<file path="src/rtl/output_port_arbiter.sv">
// Per-output switch arbiter: round-robin HEAD/SINGLE selection, wormhole lock, VC credits.
// Optional sticky protocol_err output when OPA_PROTOCOL_CHECK_EN is defined.
module output_port_arbiter #(
    parameter int NUM_IN    = 5,
    parameter int NUM_VC    = 2,
    parameter int BUF_DEPTH = 4
) (
    input  logic                  clk,
    input  logic                  rst,
    input  logic [NUM_IN-1:0]     req,
    input  logic [3*NUM_IN-1:0]   req_flit_type,
    input  logic [2*NUM_IN-1:0]   req_vc,
    input  logic [NUM_VC-1:0]     credit_in,
    output logic [NUM_IN-1:0]     grant,
    output logic [2:0]            out_select,
    output logic [1:0]            out_vc,
    output logic                  fire,
    output logic                  locked,
    output logic [2:0]            owner,
    output logic [3*NUM_VC-1:0]   credit_count
`ifdef OPA_PROTOCOL_CHECK_EN
    ,
    output logic                  protocol_err
`endif
);

    localparam logic [2:0] FT_HEAD   = 3'b001;
    localparam logic [2:0] FT_BODY   = 3'b010;
    localparam logic [2:0] FT_TAIL   = 3'b011;
    localparam logic [2:0] FT_SINGLE = 3'b100;
    localparam logic [2:0] CNT_FULL  = 3'(BUF_DEPTH);
    localparam logic [2:0] NO_OWNER  = 3'b111;

    typedef enum logic {
        IDLE,
        LOCKED
    } state_t;

    state_t      state_q, state_d;
    logic [2:0]  owner_q, owner_d;
    logic [1:0]  lvc_q, lvc_d;
    logic [2:0]  ptr_q, ptr_d;
    logic [2:0]  cred_q [NUM_VC];
    logic [2:0]  cred_d [NUM_VC];

    logic [2:0]  typ [NUM_IN];
    logic [1:0]  vc [NUM_IN];
    logic [NUM_IN-1:0] has_cred;
    logic [NUM_IN-1:0] vc_bad;
    logic [NUM_IN-1:0] elig;
    logic [NUM_VC-1:0] cred_nz;
    logic        lk_cred;
    logic        win_found;
    logic [2:0]  win_idx;
    logic        own_go;

    always_comb begin
        for (int i = 0; i < NUM_IN; i++) begin
            typ[i] = req_flit_type[3*i +: 3];
            vc[i]  = req_vc[2*i +: 2];
        end
    end

    always_comb begin
        for (int v = 0; v < NUM_VC; v++) begin
            cred_nz[v] = (cred_q[v] != 3'd0);
        end
    end

    // A VC index outside the configured range matches no counter, so it never has credit
    always_comb begin
        lk_cred = 1'b0;
        for (int v = 0; v < NUM_VC; v++) begin
            if (lvc_q == 2'(v)) lk_cred = cred_nz[v];
        end
        for (int i = 0; i < NUM_IN; i++) begin
            has_cred[i] = 1'b0;
            vc_bad[i]   = (int'(vc[i]) >= NUM_VC);
            for (int v = 0; v < NUM_VC; v++) begin
                if (vc[i] == 2'(v)) has_cred[i] = cred_nz[v];
            end
            elig[i] = req[i] && has_cred[i] &&
                      (typ[i] == FT_HEAD || typ[i] == FT_SINGLE);
        end
    end

    always_comb begin
        int idx;
        win_found = 1'b0;
        win_idx   = 3'd0;
        for (int k = 0; k < NUM_IN; k++) begin
            idx = (int'(ptr_q) + k) % NUM_IN;
            if (!win_found && elig[idx]) begin
                win_found = 1'b1;
                win_idx   = 3'(idx);
            end
        end
    end

    always_comb begin
        own_go = 1'b0;
        if (state_q == LOCKED) begin
            own_go = req[owner_q] && lk_cred &&
                     (typ[owner_q] == FT_BODY || typ[owner_q] == FT_TAIL);
        end
    end

    always_comb begin
        grant      = '0;
        out_select = NO_OWNER;
        out_vc     = 2'd0;
        state_d    = state_q;
        owner_d    = owner_q;
        lvc_d      = lvc_q;
        ptr_d      = ptr_q;
        unique case (state_q)
            IDLE: begin
                if (win_found) begin
                    grant[win_idx] = 1'b1;
                    out_select     = win_idx;
                    out_vc         = vc[win_idx];
                    ptr_d          = 3'((int'(win_idx) + 1) % NUM_IN);
                    if (typ[win_idx] == FT_HEAD) begin
                        state_d = LOCKED;
                        owner_d = win_idx;
                        lvc_d   = vc[win_idx];
                    end
                end
            end
            LOCKED: begin
                if (own_go) begin
                    grant[owner_q] = 1'b1;
                    out_select     = owner_q;
                    out_vc         = lvc_q;
                    if (typ[owner_q] == FT_TAIL) begin
                        state_d = IDLE;
                        owner_d = NO_OWNER;
                    end
                end
            end
            default: ;
        endcase
    end

    assign fire = |grant;

    // Returns arriving at a full counter are dropped rather than wrapping
    always_comb begin
        for (int v = 0; v < NUM_VC; v++) begin
            cred_d[v] = cred_q[v];
            if (fire && out_vc == 2'(v)) begin
                if (!credit_in[v]) cred_d[v] = cred_q[v] - 3'd1;
            end else if (credit_in[v] && cred_q[v] != CNT_FULL) begin
                cred_d[v] = cred_q[v] + 3'd1;
            end
        end
    end

    always_ff @(posedge clk) begin
        if (rst) begin
            state_q <= IDLE;
            owner_q <= NO_OWNER;
            lvc_q   <= 2'd0;
            ptr_q   <= 3'd0;
            for (int v = 0; v < NUM_VC; v++) cred_q[v] <= CNT_FULL;
        end else begin
            state_q <= state_d;
            owner_q <= owner_d;
            lvc_q   <= lvc_d;
            ptr_q   <= ptr_d;
            for (int v = 0; v < NUM_VC; v++) cred_q[v] <= cred_d[v];
        end
    end

    assign locked = (state_q == LOCKED);
    assign owner  = owner_q;

    always_comb begin
        for (int v = 0; v < NUM_VC; v++) begin
            credit_count[3*v +: 3] = cred_q[v];
        end
    end

`ifdef OPA_PROTOCOL_CHECK_EN
    logic err_q, err_d;

    always_comb begin
        err_d = err_q;
        for (int i = 0; i < NUM_IN; i++) begin
            if (req[i] && vc_bad[i]) err_d = 1'b1;
            if (req[i] && state_q == IDLE &&
                (typ[i] == FT_BODY || typ[i] == FT_TAIL)) err_d = 1'b1;
        end
        if (state_q == LOCKED && req[owner_q] &&
            (typ[owner_q] == FT_HEAD || typ[owner_q] == FT_SINGLE)) err_d = 1'b1;
        for (int v = 0; v < NUM_VC; v++) begin
            if (credit_in[v] && cred_q[v] == CNT_FULL &&
                !(fire && out_vc == 2'(v))) err_d = 1'b1;
        end
    end

    always_ff @(posedge clk) begin
        if (rst) err_q <= 1'b0;
        else     err_q <= err_d;
    end

    assign protocol_err = err_q;
`else
    logic unused_ok;
    assign unused_ok = ^vc_bad;
`endif

endmodule
</file>
<file path="config.mk">
export PLATFORM = sky130hd
export DESIGN_NAME = output_port_arbiter
export DESIGN_NICKNAME = d
export VERILOG_FILES = /design/src/rtl/output_port_arbiter.sv
export SDC_FILE = /design/constraint.sdc
export NUM_CORES = 1
export LEC_CHECK = 0
export BUFFER_PORTS_ARGS = -buffer_cell sky130_fd_sc_hd__buf_2
export CORE_ASPECT_RATIO = 0.75
export CORE_UTILIZATION = 53
export CTS_CLUSTER_DIAMETER = 30
export CTS_CLUSTER_SIZE = 25
export DETAILED_ROUTE_END_ITERATION = 12
export GPL_TIMING_DRIVEN = 1
export PLACE_DENSITY = 0.75
export SLEW_MARGIN = 20
export SYNTH_ARGS = -nofsm -noshare
export SYNTH_HDL_FRONTEND = slang
export SYNTH_SLANG_ARGS = --single-unit
</file>
<file path="constraint.sdc">
create_clock -name clk -period 6.1 [get_ports clk]
set_input_delay 0.61 -clock clk [delete_from_list [all_inputs] [get_ports clk]]
set_output_delay 0.61 -clock clk [all_outputs]
set_load 0.01 [all_outputs]
</file>
==> results of run 1 <==
critical path: cells and delay by family (launching register included):
family / cells / cell delay [ps]
xor gates and xnor gates: 1 / 100
adders and majority gates: 4 / 1300
and+or+nand+nor: 4 / 1080
muxes: 2 / 560
AOI/OAI and AO/OA: 9 / 2000
DFF: 1 / 350
buffers and inverters: 3 / 340
final timing paths:
kind	from	endpoint	slack, ps	depth (start not counted)
setup / recovery	ptr_q[1]	cred_q[0][2]	230	23
hold / removal	lvc_q[1]	lvc_q[1]	480	1
setup reg to reg	ptr_q[1]	cred_q[0][2]	230	23
hold reg to reg	lvc_q[1]	lvc_q[1]	480	1
cells in the final DEF, fill, tap and decap left out, drive strengths merged, types with 7 or more instances in the layout:
master	instances
xnor2	15
inv	33
ha	22
dfxtp	15
nand3	12
o21ai	17
nor3b	11
nor3	26
nor2	29
o211ai	9
a211oi	16
buf	73
mux2i	19
or3	7
nand2b	7
o31ai	7
nand2	37
a21oi	20
through the flow:
step	hold WS, ps	setup TNS (ps)	std cells	setup WS (ps)	area (µm²)
after global routing	499	-117	560	-94.9	3860
after CTS	481	0	551	87.9	3710
after floorplan	457	0	420	45.3	3290
after global placement	467	0	547	214	3650
final	479	0	560	230	3860
after detailed placement	470	-56.1	547	-54.6	3650
cell families after synthesis:
group | count (synthesis)
fa+ha+maj | 25
xor+xnor | 18
flops | 15
compound gates | 129
buf+inv | 49
other cells | 1
mux | 23
simple gates | 160
sequential cells by signal, indices dropped and copies added, names as in the netlist:
signal / flops
owner: 3
ptr_q: 3
cred_q: 6
lvc_q: 2
locked: 1
layout make-up:
cell class | count | area share
clock buffers | 3 | 0.0107
clock inverters | 1 | 0.00130
inverters | 33 | 0.0321
multi-input cells | 357 | 0.744
flip-flops and latches | 15 | 0.0791
well taps | 78 | 0.0253
repair buffers | 73 | 0.108
routing by layer:
metal  global-route usage  part of all wire  vias to the layer above
met3               0.0395             0.054                       29
met2                0.468              0.44                      149
met4               0.0660             0.019                        0
met5                    0                 0                        -
met1                0.436              0.48                     1659
li1                     -                 -                     1702
what timing repair did:
action,4_1_cts,5_1_grt
resized for setup,3,19
gates cloned,0,1
pin swaps,0,12
buffers inserted,0,8
setup endpoints to repair,2,4
==> flow_summary_export.csv, run 1 <==
group,metric,value,unit
final_layout,final_core_util,0.659,
job,max-cap-violations,0,
logic_synthesis,synth-edff-count,0,
detailed_routing,ant_nets,0,
sta,fin_crit,5870,ps
logic_synthesis,yosysTopAreaCellShare,0.0930,
logic_synthesis,synth_top_family_by_area,"compound AO/OA/AOI/OAI gates",
logic_synthesis,synthCells,420,
clock_network,cts_hold_buf,0,
global_routing,grt_max_degree,27,
logic_synthesis,synth_area_leaders,"dfxtp_1 9.3%, ha_1 8.5%, mux2i_1 5.9%, nand2_1 4.3%, xnor2_1 3.8%",
logic_synthesis,muxShareOfSynthArea,0.0798,
sta,setup_violations,0,
final_layout,area_growth,19.5,%
detailed_routing,routed_wl,9.46,mm
critical_path,critPathKind,"flip-flop to flip-flop",
final_layout,final-seq-area,305,µm²
placed_design,dp_hpwl,7.21,mm
floorplan,die_area,6410,µm²
detailed_routing,first_pass_iters,5,
logic_synthesis,syn_area,3230,µm²
detailed_routing,drcViolationCount,0,
critical_path,critPathMaxStageDelay,690,ps
sta,max_freq,170,MHz
clock_network,worst_skew_pair.late_latency,270,ps
critical_path,crit_fanout,8,
final_layout,num_antenna_cells,0,
logic_synthesis,synth_xor_area_frac,0.0570,
clock_network,cts.clk_slew.worst_paths,80,ps
sta,tightestPinTransition,655,ps
floorplan,start_util,0.551,
detailed_routing,via_per_inst,6.32,
clock_network,cts_tree,"yes",
final_layout,drive_above_1_share,0.303,
logic_synthesis,yosysWarningCount,0,
critical_path,worst_ep_arrival_time,6030,ps
sta,finClkSkew,9.27,ps
critical_path,startpoint_type,"flip-flop",
logic_synthesis,synth_top_flop_cell,"dfxtp_1",
logic_synthesis,synth_cell_types,89,
clock_network,htreeDepth,1,
final_layout,multi_input_area,2870,µm²
sta,relSlewSlack,0.561,
logic_synthesis,synth_common_cells,"37 x nand2_1, 29 x inv_1, 28 x nor2_1",
critical_path,cp_data_required_time,6260,ps
clock_network,clock-sinks,15,
global_routing,grt_overflow,0,
detailed_routing,wl_per_cell,16.9,µm
global_routing,grt_pass1_wl,15.8,mm
global_routing,grt_pass1_vias,3266,
global_routing,antenna_found_initial,0,
worst_hold_path,min_path_type,"flip-flop to flip-flop",
critical_path,crit_chain,"inv_2 > ha_1 > o21a_2 > a21oi_2 > xnor2_1 > ha_1 > fa_1 > a21boi_2 > nand3_2 > mux2i_4 > mux2i_2 > a22oi_2 > buf_4 > o41a_1 > o22a_2 > a211oi_4 > a32oi_4 > a21oi_4 > inv_1 > fa_1 > or4b_2 > nor3_2 > nor3b_2",
clock_network,clk_path_buf_depth,2,
floorplan,core_area,5860,µm²
sta,hold_violations,0,
sta,finalCritPeriodShare,0.962,
sta,maxSlewViolCount,0,
detailed_routing,vias,3539,
logic_synthesis,synthMostInstantiatedCell,"nand2_1",
detailed_routing,drtIter0Drc,244,
logic_synthesis,synth_nets,479,
logic_synthesis,synth.largest_area_cell,"dfxtp_1",
floorplan,row_count,24,
critical_path,endpoint_kind,"flip-flop",
critical_path,slowest_stage,"or4b_2",
logic_synthesis,synth_compound_area_frac,0.331,
final_layout,final.fill_count,525,
logic_synthesis,ys_ff_latch,15,
outcome,status,"finished, final reports clean",
final_layout,fin_nets,542,
logic_synthesis,avgSynthCellArea,7.69,µm²
placed_design,gp_congestion,0.905,
logic_synthesis,synthSimpleGateAreaFrac,0.270,
placed_design,io_buffer_count,53,
floorplan,fp.dieW,92.1,µm
logic_synthesis,yosysSeqAreaShare,0.0930,
logic_synthesis,synth_fa_ha_area_frac,0.104,
logic_synthesis,ys_async_sr_fraction,0,
floorplan,die_h,69.6,µm
floorplan,pin_count,55,
clock_network,clock-root-buffer,"clkbuf_8",
clock_network,numCtsBuffers,3,
global_routing,grt_util_all_layers,0.300,
Power of run 1 is not shown: default switching activity piles up to over one toggle a cycle in this logic, so the estimate is an artifact.
==> inputs of run 2 (changes only) <==
- CORE_UTILIZATION: 53 -> 40
- PLACE_DENSITY: 0.75 -> 0.58
==> run 2 against run 1 <==
Effect of this change:
- first-iteration DRC count fell by 34%
- via count fell by 2.9%
- sequential share of layout area barely moved
- wire length rose by 1.2%
- register-to-register slack barely moved
- die area rose by 32%
- cell count rose by 3.6%
- worst setup slack improved by 11 ps
- fmax rose by 0.19%
- utilization fell by 15 points
- critical path type unchanged
- critical endpoint unchanged
==> flow_summary_export.csv, run 2 (same netlist as run 1, synthesis figures left out) <==
group,metric,value,unit
outcome,status,"finished, final reports clean",
sta,hold_violations,0,
floorplan,pin_count,55,
global_routing,grt_overflow,0,
sta,setup_ws,241,ps
global_routing,use_met1,0.334,
final_layout,area_growth,19.1,%
placed_design,gp_congestion,0.843,
critical_path,endpoint_kind,"flip-flop",
critical_path,critPathKind,"flip-flop to flip-flop",
critical_path,crit_chain,"inv_2 > ha_1 > o21a_1 > a21oi_1 > xnor2_1 > ha_1 > fa_1 > a21boi_2 > nand3_1 > mux2i_2 > mux2i_1 > a22oi_2 > buf_4 > a31oi_1 > o221ai_1 > o22a_2 > a211oi_4 > a32oi_4 > a21oi_4 > inv_1 > fa_1 > or4b_2 > nor3_2 > nor3b_2",
sta,tightestPinTransition,682,ps
floorplan,fp.dieW,106,µm
clock_network,cts_tree,"yes",
detailed_routing,via_per_inst,5.93,
clock_network,numCtsBuffers,3,
detailed_routing,ant_nets,0,
global_routing,grt_pass1_wl,15.8,mm
clock_network,clock-sinks,15,
final_layout,final_cell_mix,"53 x buf_2, 37 x nand2_1, 27 x inv_1, 27 x nor2_1, 22 x nor3_1",
job,max-cap-violations,0,
sta,fin_crit,5860,ps
critical_path,critPathMaxStageDelay,690,ps
final_layout,fin_nets,539,
detailed_routing,drtIter0Drc,162,
critical_path,ff2ff_path_depth,24,
sta,max_freq,171,MHz
critical_path,slowest_stage,"or4b_2",
sta,relSlewSlack,0.543,
placed_design,dp_hpwl,7.65,mm
clock_network,cts.clk_slew.worst_paths,80,ps
detailed_routing,drcViolationCount,0,
sta,finalCritPeriodShare,0.960,
clock_network,clk_path_buf_depth,2,
detailed_routing,vias,3437,
final_layout,regMostFlops,"cred_q",
critical_path,cp_num_cells,24,
critical_path,rr_endpoint,"cred_q[0][2]",
critical_path,crit_fanout,6,
critical_path,cp.buffers_inverters,3,
global_routing,grt.busiest_layer,"met2",
floorplan,row_count,27,
global_routing,grt_max_degree,27,
critical_path,reg2reg_from,"ptr_q[1]",
critical_path,endpoint,"cred_q[0][2]",
floorplan,core_area,7570,µm²
placed_design,io_buffer_count,53,
sta,maxSlewViolCount,0,
critical_path,cp_data_required_time,6260,ps
worst_hold_path,min_path_type,"flip-flop to flip-flop",
floorplan,die_h,79.8,µm
critical_path,r2r_slack,240,ps
sta,finClkSkew,13.3,ps
global_routing,met3_usage,0.0343,
critical_path,worst_ep_arrival_time,6020,ps
final_layout,drive_above_1_share,0.284,
floorplan,start_util,0.427,
detailed_routing,wl_per_cell,16.5,µm
global_routing,grt_util_all_layers,0.231,
final_layout,largest_register_ffs,6,
sta,setup_violations,0,
placed_design,dp_slack,52.7,ps
global_routing,grt_pass1_vias,3233,
clock_network,htreeDepth,1,
final_layout,num_antenna_cells,0,
global_routing,antenna_found_initial,0,
detailed_routing,first_pass_iters,5,
clock_network,worst_skew_pair.late_latency,260,ps
clock_network,clock-root-buffer,"clkbuf_8",
critical_path,cpLargestDelayFamily,"compound AO/OA/AOI/OAI gates",
critical_path,startpoint,"ptr_q[1]",
detailed_routing,routed_wl,9.58,mm
critical_path,startpoint_type,"flip-flop",
floorplan,die_area,8440,µm²
final_layout,layout_commonest_cell,"buf_2",
global_routing,use_met2,0.367,
-- run 2: worst min-delay path by stage --
| stage | slack [ps] | startpoint | cells after the start | to |
|---|---|---|---|---|
| 3_3_place_gp | 470 | lvc_q[1] | 1 | lvc_q[1] |
| 2_1_floorplan | 460 | lvc_q[1] | 1 | lvc_q[1] |
| 3_5_place_dp | 470 | lvc_q[1] | 1 | lvc_q[1] |
| 6_report | 490 | lvc_q[1] | 1 | lvc_q[1] |
| 4_1_cts | 490 | lvc_q[1] | 1 | lvc_q[1] |
| 5_1_grt | 510 | lvc_q[1] | 1 | lvc_q[1] |
-- run 2: layout make-up --
cell class                 count  area (µm²)
clock buffer                   3        41.3
clock inverter                 1        7.51
fill                         748        3720
inverter                      33         124
multi-input combinational    357        2850
sequential                    15         304
tap                          101         126
timing repair buffer          70         393
-- run 2: timing repair --
item,CTS,global route
hold buffers,0,0
setup endpoints to repair,0,9
gates resized for setup,0,15
buffers inserted,0,3
-- run 2: stage by stage --
stage	area (µm²)	instances	hold slack, ps	utilization	TNS [ps]
2_1_floorplan	3290	420	457	-	0
3_3_place_gp	3700	572	472	0.488	0
3_5_place_dp	3700	572	472	0.488	0
4_1_cts	3740	576	487	0.495	0
5_1_grt	3850	580	509	0.508	-21.7
6_report	3850	580	487	0.508	0
-- run 2: metal layers --
metal,share of wire,vias up
met5,0,-
met3,0.051,8
met2,0.42,115
met4,0.0089,0
li1,-,1707
met1,0.52,1607
Power of run 2 is left out for the same reason.
==> inputs of run 3 (changes only) <==
- CORE_MARGIN: unset -> 2
- GPL_TIMING_DRIVEN: 1 -> 0
==> run 3 against run 2 <==
Effect of this change:
- cell count up 4.8%
- via count up 2.6%
- non-clock buffer count grew 25
- design area rose by 7.3%
- clock skew grew 1.1 ps
- worst setup slack got worse by 13 ps
- critical path depth is 3 higher
- global-route usage shrank 1.1 points
- sequential cell count unchanged
- sequential share of layout area fell by 0.36 points
- wire length grew 3.9%
- die area increased by 4.4%
- critical path type unchanged
- highest routed layer unchanged
==> flow_summary_export.csv, run 3 (same netlist as run 1, synthesis figures left out) <==
group,metric,value,unit
global_routing,grt_pass1_vias,3124,
detailed_routing,highest_layer,"met4",
floorplan,die_h,81.8,µm
sta,finalCritPeriodShare,0.963,
final_layout,fin_nets,563,
clock_network,numCtsBuffers,3,
placed_design,io_buffer_count,53,
sta,fin_crit,5870,ps
global_routing,grt_overflow,0,
clock_network,clk_path_buf_depth,2,
clock_network,cts.clk_slew.worst_paths,80,ps
placed_design,gp_congestion,0.890,
critical_path,critPathKind,"flip-flop to flip-flop",
floorplan,start_util,0.412,
final_layout,area_growth,27.8,%
global_routing,grt_max_degree,14,
worst_hold_path,min_path_type,"flip-flop to flip-flop",
placed_design,dp_hpwl,7.64,mm
detailed_routing,met3WireLength,397,µm
detailed_routing,wl_met1,5.09,mm
sta,tightestPinTransition,793,ps
detailed_routing,drcViolationCount,0,
critical_path,startpoint_type,"flip-flop",
final_layout,final_cell_mix,"54 x buf_2, 37 x nand2_1, 28 x buf_4",
critical_path,endpoint_kind,"flip-flop",
worst_hold_path,min-delay-start,"lvc_q[1]",
floorplan,core_area,7850,µm²
floorplan,die_area,8820,µm²
critical_path,crit_fanout,10,
critical_path,worst_ep_arrival_time,6040,ps
clock_network,clock-sinks,15,
final_layout,largest_register_ffs,6,
sta,setup_ws,228,ps
clock_network,clock-root-buffer,"clkbuf_8",
clock_network,cts_hold_buf,0,
clock_network,htreeDepth,1,
sta,rsz0062_at_grt,"true",
global_routing,antenna_found_initial,0,
critical_path,startpoint,"ptr_q[1]",
global_routing,grt_util_all_layers,0.220,
clock_network,cts_tree,"yes",
sta,setup_violations,0,
global_routing,grt_pass1_wl,15.7,mm
critical_path,reg2reg_from,"ptr_q[1]",
floorplan,pin_count,55,
outcome,status,"finished, final reports clean",
detailed_routing,first_pass_iters,4,
sta,relSlewSlack,0.471,
final_layout,drive_above_1_share,0.334,
detailed_routing,ant_nets,0,
job,max-cap-violations,0,
final_layout,num_antenna_cells,0,
detailed_routing,via_per_inst,5.80,
floorplan,row_count,28,
sta,hold_violations,0,
detailed_routing,vias,3525,
sta,finClkSkew,14.4,ps
clock_network,worst_skew_pair.late_latency,270,ps
floorplan,fp.dieW,108,µm
final_layout,regMostFlops,"cred_q",
detailed_routing,drtIter0Drc,184,
detailed_routing,routed_wl,9.94,mm
sta,maxSlewViolCount,0,
final_layout,layout_commonest_cell,"buf_2",
critical_path,cp_data_required_time,6270,ps
detailed_routing,route.met2.wl,4.41,mm
placed_design,dp_slack,-737,ps
detailed_routing,wl_per_cell,16.4,µm
sta,max_freq,170,MHz
run 3: layout make-up:
| class | count | area, µm² |
|---|---|---|
| Fill cell | 782 | 3720 |
| Multi-Input combinational cell | 356 | 2920 |
| Timing Repair Buffer | 81 | 479 |
| Sequential cell | 15 | 312 |
| Inverter | 33 | 136 |
| Tap cell | 105 | 131 |
| Buffer | 14 | 96.3 |
| Clock buffer | 3 | 41.3 |
| Clock inverter | 1 | 7.51 |
run 3: path summary, 6_finish.rpt:
| path | to | slack, ps | cells after the start |
|---|---|---|---|
| worst max-delay path | cred_q[0][2] | 230 | 27 |
| worst min-delay path | lvc_q[1] | 480 | 1 |
| worst max register to register | cred_q[0][2] | 230 | 27 |
| worst min register to register | lvc_q[1] | 480 | 1 |
run 3: metrics by stage:
step | hold slack, ps | TNS, ps | area, µm² | util | std cells
3_3_place_gp | 470 | -1900 | 3690 | 0.470 | 578
6_report | 482 | 0 | 4130 | 0.526 | 608
3_5_place_dp | 476 | -2210 | 3700 | 0.471 | 578
4_1_cts | 487 | 0 | 3940 | 0.503 | 596
5_1_grt | 500 | -109 | 4130 | 0.526 | 608
2_1_floorplan | 457 | 0 | 3290 | - | 420
run 3: what timing repair did:
item                                    4_1_cts  5_1_grt
endpoints found under the hold margin         0        0
resized for setup                            19       25
buffers inserted                             15       13
cloned                                        0        0
pin swaps                                    13       19
endpoints found under the setup margin       12       14
run 3: worst max-delay path, stage by stage, from the launching register on:
cell and delay (ps):
dfxtp_4 390, clkinvlp_4 100, buf_4 160, ha_4 290, buf_8 130, inv_1 70, ha_2 210, nor2_4 120
a21oi_2 80, xnor2_2 220, inv_2 90, ha_2 200, nor2b_4 150, a211oi_2 70, a211oi_4 360, o31ai_2 130
nor3_2 260, nor3_4 90, o41a_1 470, o22a_2 260, a211oi_4 250, a32oi_4 190, a21oi_4 170, inv_1 80
fa_2 410, or4b_4 550, nor3_2 190, nor3b_2 60
run 3: metal layers:
| layer | vias up | GRT usage |
|---|---|---|
| met5 | - | 0 |
| met1 | 1678 | 0.332 |
| met2 | 100 | 0.349 |
| met4 | 0 | 0.0244 |
| li1 | 1741 | - |
| met3 | 6 | 0.0222 |
Power of run 3 is left out for the same reason.
